File: config.mk
export PLATFORM = sky130hd
export DESIGN_NAME = booth_r4_seq_mul
export DESIGN_NICKNAME = d
export VERILOG_FILES = /design/src/rtl/booth_pkg.sv /design/src/rtl/booth_r4_seq_mul_operand.sv /design/src/rtl/booth_r4_seq_mul.sv
export SDC_FILE = /design/constraint.sdc
export NUM_CORES = 1
export LEC_CHECK = 0
export BUFFER_PORTS_ARGS = -buffer_cell sky130_fd_sc_hd__clkbuf_2
export CORE_UTILIZATION = 45
export CTS_CLUSTER_SIZE = 10
export DETAILED_ROUTE_END_ITERATION = 12
export HOLD_SLACK_MARGIN = 0.08
export PLACE_DENSITY = 0.75
export SLEW_MARGIN = 10
export SYNTH_ARGS = -nofsm -noshare
export SYNTH_HDL_FRONTEND = slang
export SYNTH_HIERARCHICAL = 1
export SYNTH_SLANG_ARGS = --single-unit
File: constraint.sdc
create_clock -name clk_i -period 2.85 [get_ports clk_i]
set_input_delay 0.285 -clock clk_i [delete_from_list [all_inputs] [get_ports clk_i]]
set_output_delay 0.285 -clock clk_i [all_outputs]
set_load 0.005 [all_outputs]
File: src/rtl/booth_pkg.sv
// Shared types and sizing for the radix-4 Booth sequential multiplier.
// The operand stage is fixed at 8-bit operands with a 10-bit partial sum.
package booth_pkg;

  localparam int WIDTH  = 8;
  localparam int SUM_W  = WIDTH + 2;
  localparam int PROD_W = 2 * WIDTH;
  localparam int N_ITER = WIDTH / 2;
  localparam int CNT_W  = 2;

  typedef enum logic [1:0] {
    IDLE = 2'd0,
    CALC = 2'd1,
    DONE = 2'd2
  } state_e;

  // one: add +/-M, two: add +/-2M, neg: subtract instead of add
  typedef struct packed {
    logic one;
    logic two;
    logic neg;
  } booth_sel_t;

  function automatic booth_sel_t booth_decode(input logic [2:0] triplet);
    booth_sel_t sel;
    sel.one = triplet[1] ^ triplet[0];
    sel.two = (triplet == 3'b011) || (triplet == 3'b100);
    // 3'b111 selects zero, so it must not invert
    sel.neg = triplet[2] && !(triplet[1] && triplet[0]);
    return sel;
  endfunction

endpackage

File: src/rtl/booth_r4_seq_mul_operand.sv
// Booth operand stage: selects 0/+-M/+-2M from the triplet and adds it to the
// sign-extended accumulator, producing the 10-bit partial sum.
module booth_r4_seq_mul_operand
  import booth_pkg::*;
(
  input  logic [WIDTH-1:0] data1,
  input  logic [WIDTH-1:0] data2,
  input  logic [2:0]       multi,
  output logic [SUM_W-1:0] sum
);

  booth_sel_t       sel;
  logic [SUM_W-1:0] m_ext;
  logic [SUM_W-1:0] acc_ext;
  logic [SUM_W-1:0] mag;
  logic [SUM_W-1:0] addend;

  assign sel     = booth_decode(multi);
  assign m_ext   = {{(SUM_W-WIDTH){data1[WIDTH-1]}}, data1};
  assign acc_ext = {{(SUM_W-WIDTH){data2[WIDTH-1]}}, data2};

  // Magnitude mux per bit: either M or M shifted left by one.
  generate
    for (genvar gi = 0; gi < SUM_W; gi++) begin : g_mag
      if (gi == 0) begin : g_lsb
        assign mag[gi] = sel.one & m_ext[gi];
      end else begin : g_bit
        assign mag[gi] = (sel.one & m_ext[gi]) | (sel.two & m_ext[gi-1]);
      end
    end
  endgenerate

  // Negation as invert plus carry-in folded into the add.
  assign addend = mag ^ {SUM_W{sel.neg}};
  assign sum    = acc_ext + addend + {{(SUM_W-1){1'b0}}, sel.neg};

endmodule

File: src/rtl/booth_r4_seq_mul.sv
// Iterative signed 8x8 radix-4 Booth multiplier: one Booth digit per cycle,
// valid/ready handshakes on both the request and the product side.
module booth_r4_seq_mul
  import booth_pkg::*;
(
  input  logic              clk_i,
  input  logic              rst_ni,
  input  logic              valid_i,
  output logic              ready_o,
  input  logic [WIDTH-1:0]  multiplicand_i,
  input  logic [WIDTH-1:0]  multiplier_i,
  output logic              valid_o,
  input  logic              ready_i,
  output logic [PROD_W-1:0] product_o,
  output logic              busy_o
);

  state_e              state_reg, state_next;
  logic [WIDTH-1:0]    m_reg, m_next;
  logic [WIDTH-1:0]    acc_reg, acc_next;
  logic [WIDTH-1:0]    q_reg, q_next;
  logic                qm1_reg, qm1_next;
  logic [CNT_W-1:0]    cnt_reg, cnt_next;
  logic [PROD_W-1:0]   out_reg, out_next;

  logic [2:0]          triplet;
  logic [SUM_W-1:0]    sum;

  assign triplet = {q_reg[1:0], qm1_reg};

  booth_r4_seq_mul_operand u_operand (
    .data1 (m_reg),
    .data2 (acc_reg),
    .multi (triplet),
    .sum   (sum)
  );

  always_ff @(posedge clk_i or negedge rst_ni) begin
    if (!rst_ni) begin
      state_reg <= IDLE;
      m_reg     <= '0;
      acc_reg   <= '0;
      q_reg     <= '0;
      qm1_reg   <= 1'b0;
      cnt_reg   <= '0;
      out_reg   <= '0;
    end else begin
      state_reg <= state_next;
      m_reg     <= m_next;
      acc_reg   <= acc_next;
      q_reg     <= q_next;
      qm1_reg   <= qm1_next;
      cnt_reg   <= cnt_next;
      out_reg   <= out_next;
    end
  end

  always_comb begin
    state_next = state_reg;
    m_next     = m_reg;
    acc_next   = acc_reg;
    q_next     = q_reg;
    qm1_next   = qm1_reg;
    cnt_next   = cnt_reg;
    out_next   = out_reg;
    case (state_reg)
      IDLE: begin
        if (valid_i) begin
          m_next     = multiplicand_i;
          q_next     = multiplier_i;
          acc_next   = '0;
          qm1_next   = 1'b0;
          cnt_next   = '0;
          state_next = CALC;
        end
      end
      CALC: begin
        // Arithmetic shift right by two: high sum bits back into acc,
        // low sum bits enter the top of the multiplier shift register.
        acc_next = sum[SUM_W-1:2];
        q_next   = {sum[1:0], q_reg[WIDTH-1:2]};
        qm1_next = q_reg[1];
        cnt_next = cnt_reg + 2'd1;
        if (cnt_reg == CNT_W'(N_ITER - 1)) begin
          out_next   = {sum, q_reg[WIDTH-1:2]};
          state_next = DONE;
        end
      end
      DONE: begin
        if (ready_i) begin
          state_next = IDLE;
        end
      end
      default: state_next = IDLE;
    endcase
  end

  always_comb begin
    ready_o = (state_reg == IDLE);
    valid_o = (state_reg == DONE);
    busy_o  = (state_reg == CALC) || (state_reg == DONE);
  end

  assign product_o = out_reg;

endmodule
==> results.cfg, run 1 <==
[pwr]
p_leak_nw = 1.52
power.total_mw = 4.24
ir_drop_mv = 0.768
power_density_nw_per_um2 = 1380

[placement]
dp.cells = 347
placed_area_um2 = 2890
place_congestion = 0.870
numPortBuffers = 38
dpl.hpwl_um = 3670
dpl_worst_slack_ps = -105

[sta]
finalSetupTns_ps = -10.7
fin_crit_sh = 1.00
fmax_mhz = 350
rsz0062_at_grt = true
drv_slew = 0
tightest_slew_ps = 739
setup_viol_count_final = 1
hold_violations = 0
setup_ws_ps = -10.7
fin_worst_skew_ps = 12.9
slew_headroom = 0.506
period_minus_slack_ps = 2860
hold_ws_ps = 199

[worst_setup_path]
cpPeakStageDelay_ps = 410
critPathArrivalTime_ps = 3100
startpoint_type = flip-flop
criticalPathCategory = flip-flop to flip-flop
path_cells = ha_2 -> nor2b_4 -> a22oi_1 -> a22oi_1 -> ha_1 -> a21o_1 -> a221o_1 -> a21oi_2 -> o21ai_2 -> a221oi_2 -> mux2_4
cp_data_required_time_ps = 3090
slowest_stage = dfrtp_1
crit_path_frequent_cell = a22oi_1
critPathMaxFanout = 7
critPathCaptureType = flip-flop

[run]
cap_violations = 0

[route]
num_vias = 1901
wl_um = 5120
drt_first_pass_iters = 4
drt_iter0_drc = 69
vias_per_cell = 5.28
wl_per_cell_um = 14.2
drc_errors = 0
ant_nets = 0

[outcome]
status = finished, violations left
violations = setup timing

[yosys]
yosys_warnings = 6
synth_top_family_by_area = compound AO/OA/AOI/OAI gates
synth_area_leaders = dfrtp_1, mux2_2, ha_1
synth-adder-area-share = 0.0771
synth-compound-area-share = 0.170
syn_inst = 230
synth_fp_nets = 265
synth_mux_area_frac = 0.163
syn-cell-area_um2 = 2530
synth_top_area_cell = dfrtp_1
synth_edf_count = 0
synth-simple-area-share = 0.0826
synth-seq-cells = 45
synth_xor_area_frac = 0.0242
synth_top_area_frac = 0.445
synth_ff_type = dfrtp_1
syn_area_per_cell_um2 = 11.0
ys_async_sr_fraction = 1.00
yosysSeqAreaShare = 0.445
yosysUniqueCellTypes = 37

[clock_tree]
cts_tree = built
clkTransAtPathRegs_ps = 90
root_buffer = clkbuf_8
cts_buffer_depth = 2
clk_latency_ps = 310
cts_buffers = 5
cts_sinks = 45
htreeDepth = 2

[floorplanning]
num_io_pins = 39
coreArea_um2 = 5270
die_y_um = 77
die-area_um2 = 5930
die_w_um = 77
rows = 26
start_util = 0.480

[global_routing]
grt_pass1_vias = 1951
gr-usage-all-layers = 0.190
grt_max_degree = 28
grt_pass1_wl_um = 8870
grt_antenna_before_repair = 0
grt_overflow = 0

[layout]
drive_gt1_frac = 0.393
utilization = 0.585
largest_reg_flops = 16
fin_area_um2 = 3090
layout.nets = 324
area_growth_pct = 21.9
num_antenna_cells = 0
instances_no_fill = 360

[hold_path]
hold_path_class = primary input to flip-flop
-- layer usage --
metal	share of wire	routed length [um]	track usage	vias up
met5	0	0	0	-
met4	0.017	85	0.0811	0
met1	0.48	2450	0.246	913
met3	0.032	163	0.0369	7
li1	-	-	-	949
met2	0.47	2420	0.312	32
-- worst paths after layout --
check	startpoint	end	slack (ps)	cells after the start
min in group asynchronous	rst_ni	q_reg[4]	520	2
hold reg to reg	product_o[4]	product_o[4]	510	1
setup / recovery	qm1_reg	product_o[15]	-10	11
setup reg to reg	qm1_reg	product_o[15]	-10	11
hold / removal	multiplicand_i[0]	m_reg[0]	200	2
max in group asynchronous	rst_ni	product_o[13]	1610	3
-- placed cells by master (no fill, tap or decap), types with 3 or more instances in the layout --
master / count
mux2_2: 25
o21ai_1: 8
mux2i_1: 9
dfrtp_1: 45
a21oi_1: 4
clkbuf_2: 38
a22oi_1: 10
a22o_1: 11
inv_1: 9
xnor2_1: 4
buf_4: 23
xor2_1: 3
nand2_1: 33
o21ai_0: 10
clkbuf_8: 6
ha_1: 12
-- report_power, final --
part	internal, mW	switching (mW)
combinational	1.37	1.30
sequential	0.937	0.214
clock	0.200	0.231
total	2.50	1.74
-- cell type report --
type	instances	area (um2)
clock inverter	2	16.3
tap	70	87.6
multi-input combinational	165	1360
inverter	10	37.5
clock buffer	6	82.6
sequential	45	1130
fill	459	2180
timing repair buffer	62	373
-- cells in the mapped netlist (4+ instances only) --
library cell / number
a21oi_1: 5
a22o_1: 11
a22oi_1: 12
buf_2: 4
dfrtp_1: 45
ha_1: 14
inv_1: 9
mux2_2: 26
mux2i_1: 9
nand2_1: 35
o21ai_0: 12
o21ai_1: 7
xnor2_1: 4
-- cells by family (layout without fill, tap and decap cells) --
kind of cell,count (synthesis),count (layout)
xor gates and xnor gates,7,7
buffers and inverters,20,80
adders and majority gates,15,15
AOI/OAI and AO/OA,59,59
muxes,37,37
DFF,45,45
and+or+nand+nor,47,47
-- timing repair --
action	4_1_cts	5_1_grt
pin swaps	1	9
cloned	0	0
setup endpoints to repair	6	8
hold endpoints to repair	24	0
hold buffers	1	0
resized for setup	4	11
setup buffers	2	2
-- worst max-delay path: cells and delay by family (launching register included) --
kind | cells | cell delay, ps
flip-flops | 1 | 410
AO/OA/AOI/OAI | 7 | 1430
AND/OR/NAND/NOR | 1 | 230
adder cells (fa/ha/maj) | 2 | 520
multiplexers | 1 | 200
No activity file was read; power rests on OpenSTA's default activity.
==> run 2, diff against run 1 <==
- CELL_PAD_IN_SITES_DETAIL_PLACEMENT: not set -> 1
- CELL_PAD_IN_SITES_GLOBAL_PLACEMENT: not set -> 2
- CORE_UTILIZATION: 45 -> 33
- PLACE_DENSITY: 0.75 -> 0.82
==> run 2 against run 1 <==
The run still ends with setup timing left; fmax fell by 1.0%; clock skew fell by 4.5 ps; highest routed layer unchanged; clock-buffer cell count did not move; worst setup slack got worse by 29 ps.
==> results.cfg, run 2 (synthesis gave the netlist of run 1 again) <==
[pwr]
power_density_nw_per_um2 = 1430
p_leak_nw = 1.56
switching_share = 0.420
switchingPower_mw = 1.94
ir_drop_mv = 0.550
clockPowerShare = 0.105
p_int_mw = 2.68
seqPwrFrac = 0.253
combinationalPowerShare = 0.641

[placement]
dpl.hpwl_um = 4670
numPortBuffers = 38
place_congestion = 0.788

[hold_path]
hold_path_class = primary input to flip-flop
worstHoldStart = multiplicand_i[2]

[clock_tree]
htreeDepth = 2
root_buffer = clkbuf_8
cts_buffers = 5
cts_buffer_depth = 2
cts_tree = built
clk_latency_ps = 300
clkTransAtPathRegs_ps = 90
cts_sinks = 45

[floorplanning]
die_w_um = 89.6
rows = 31
num_io_pins = 39
die-area_um2 = 8020
start_util = 0.345
coreArea_um2 = 7330
die_y_um = 89.6

[worst_setup_path]
critPathMaxFanout = 5
criticalPathCategory = flip-flop to flip-flop
cpPeakStageDelay_ps = 400
slowest_stage = dfrtp_1
r2r_start = q_reg[0]
crit_path_frequent_cell = nand2_1
critPathArrivalTime_ps = 3130
critPathCaptureType = flip-flop
cp_data_required_time_ps = 3090
startpoint_type = flip-flop
crit_start = q_reg[0]
path_cells = inv_2 -> ha_4 -> nand2_1 -> nand2_1 -> o21ai_0 -> a22oi_1 -> ha_1 -> a21o_1 -> a221o_1 -> a21oi_2 -> o21ai_2 -> a221oi_2 -> mux2_4

[route]
wl_per_cell_um = 15.9
wl_um = 6240
drc_errors = 0
drt_iter0_drc = 72
ant_nets = 0
num_vias = 1956
vias_per_cell = 4.98
drt_first_pass_iters = 3

[sta]
hold_violations = 0
finalSetupTns_ps = -135
hold_ws_ps = 215
rsz0062_at_grt = true
slew_headroom = 0.416
fin_worst_skew_ps = 8.38
fmax_mhz = 346
setup_viol_count_final = 4
drv_slew = 0
fin_crit_sh = 1.01
tightest_slew_ps = 859
period_minus_slack_ps = 2890
setup_ws_ps = -40.0

[layout]
drive_gt1_frac = 0.425
layout.nets = 328
num_antenna_cells = 0
area_growth_pct = 27.1
mostFrequentLayoutCells = dfrtp_1, clkbuf_2, nand2_1
layout_commonest_cell = dfrtp_1
largest_reg_flops = 16

[run]
cap_violations = 0

[global_routing]
grt_pass1_wl_um = 10100
grt_max_degree = 22
grt_antenna_before_repair = 0
grt_overflow = 0
grt_pass1_vias = 2025
gr-usage-all-layers = 0.166

[outcome]
violations = setup timing
status = finished, violations left
run 2: cell types whose count changed in the layout (fill, tap and decap cells not counted), sizes merged:
| cell | change |
|---|---|
| clkinv | +1 |
| bufinv | +1 |
| buf | +4 |
| inv | -1 |
| clkinvlp | -1 |
run 2: area by class of cell:
type / instances / area [um2]
Clock buffer: 6 / 72.6
Clock inverter: 2 / 38.8
Fill cell: 817 / 4110
Inverter: 10 / 37.5
Multi-Input combinational cell: 165 / 1410
Sequential cell: 45 / 1130
Tap cell: 99 / 124
Timing Repair Buffer: 66 / 414
run 2: per-layer routing:
layer / share of wire / up-vias / track usage
met5: 0 / - / 0
met4: 0.013 / 0 / 0.0462
met2: 0.48 / 33 / 0.278
li1: - / 957 / -
met1: 0.48 / 958 / 0.223
met3: 0.026 / 8 / 0.0283
run 2: worst max-delay path, delay by kind of cell (launching register included):
kind | cells | cell delay, ps
AOI/OAI and AO/OA | 7 | 1390
adders and majority gates | 2 | 600
buffers and inverters | 1 | 60
DFF | 1 | 400
muxes | 1 | 200
and+or+nand+nor | 2 | 190
run 2: power by group through the flow:
stage | Sequential (mW) | Combinational (mW) | Clock, mW
4_1_cts | 1.17 | 2.76 | 0.505
3_5_place_dp | 1.18 | 2.60 | 0
5_1_grt | 1.22 | 3.25 | 0.530
2_1_floorplan | 1.12 | 1.77 | 0
3_3_place_gp | 1.17 | 2.51 | 0
6_report | 1.17 | 2.96 | 0.486
run 2: timing repair:
item | in CTS | in global routing
endpoints found under the setup margin | 10 | 11
hold endpoints to repair | 19 | 0
hold buffers | 1 | 0
resized for setup | 12 | 17
buffers inserted | 4 | 3
pin swaps | 8 | 17
run 2: worst paths after layout:
check | to | slack, ps | cells after the start
worst max-delay path | product_o[15] | -40 | 13
worst min-delay path | m_reg[2] | 220 | 2
worst max register to register | product_o[15] | -40 | 13
worst min register to register | product_o[5] | 510 | 1
max in group asynchronous | product_o[8] | 1740 | 3
min in group asynchronous | m_reg[3] | 520 | 2
run 2: metrics by stage:
step / total power [mW] / instance area (um2) / setup WS [ps] / utilization / instances
5_1_grt: 4.99 / 3220 / -161 / 0.439 / 393
2_1_floorplan: 2.89 / 2530 / 48.9 / - / 230
6_report: 4.62 / 3220 / -40.0 / 0.439 / 393
3_3_place_gp: 3.68 / 2940 / -177 / 0.401 / 377
4_1_cts: 4.44 / 3130 / -28.3 / 0.427 / 390
3_5_place_dp: 3.78 / 2940 / -235 / 0.401 / 377
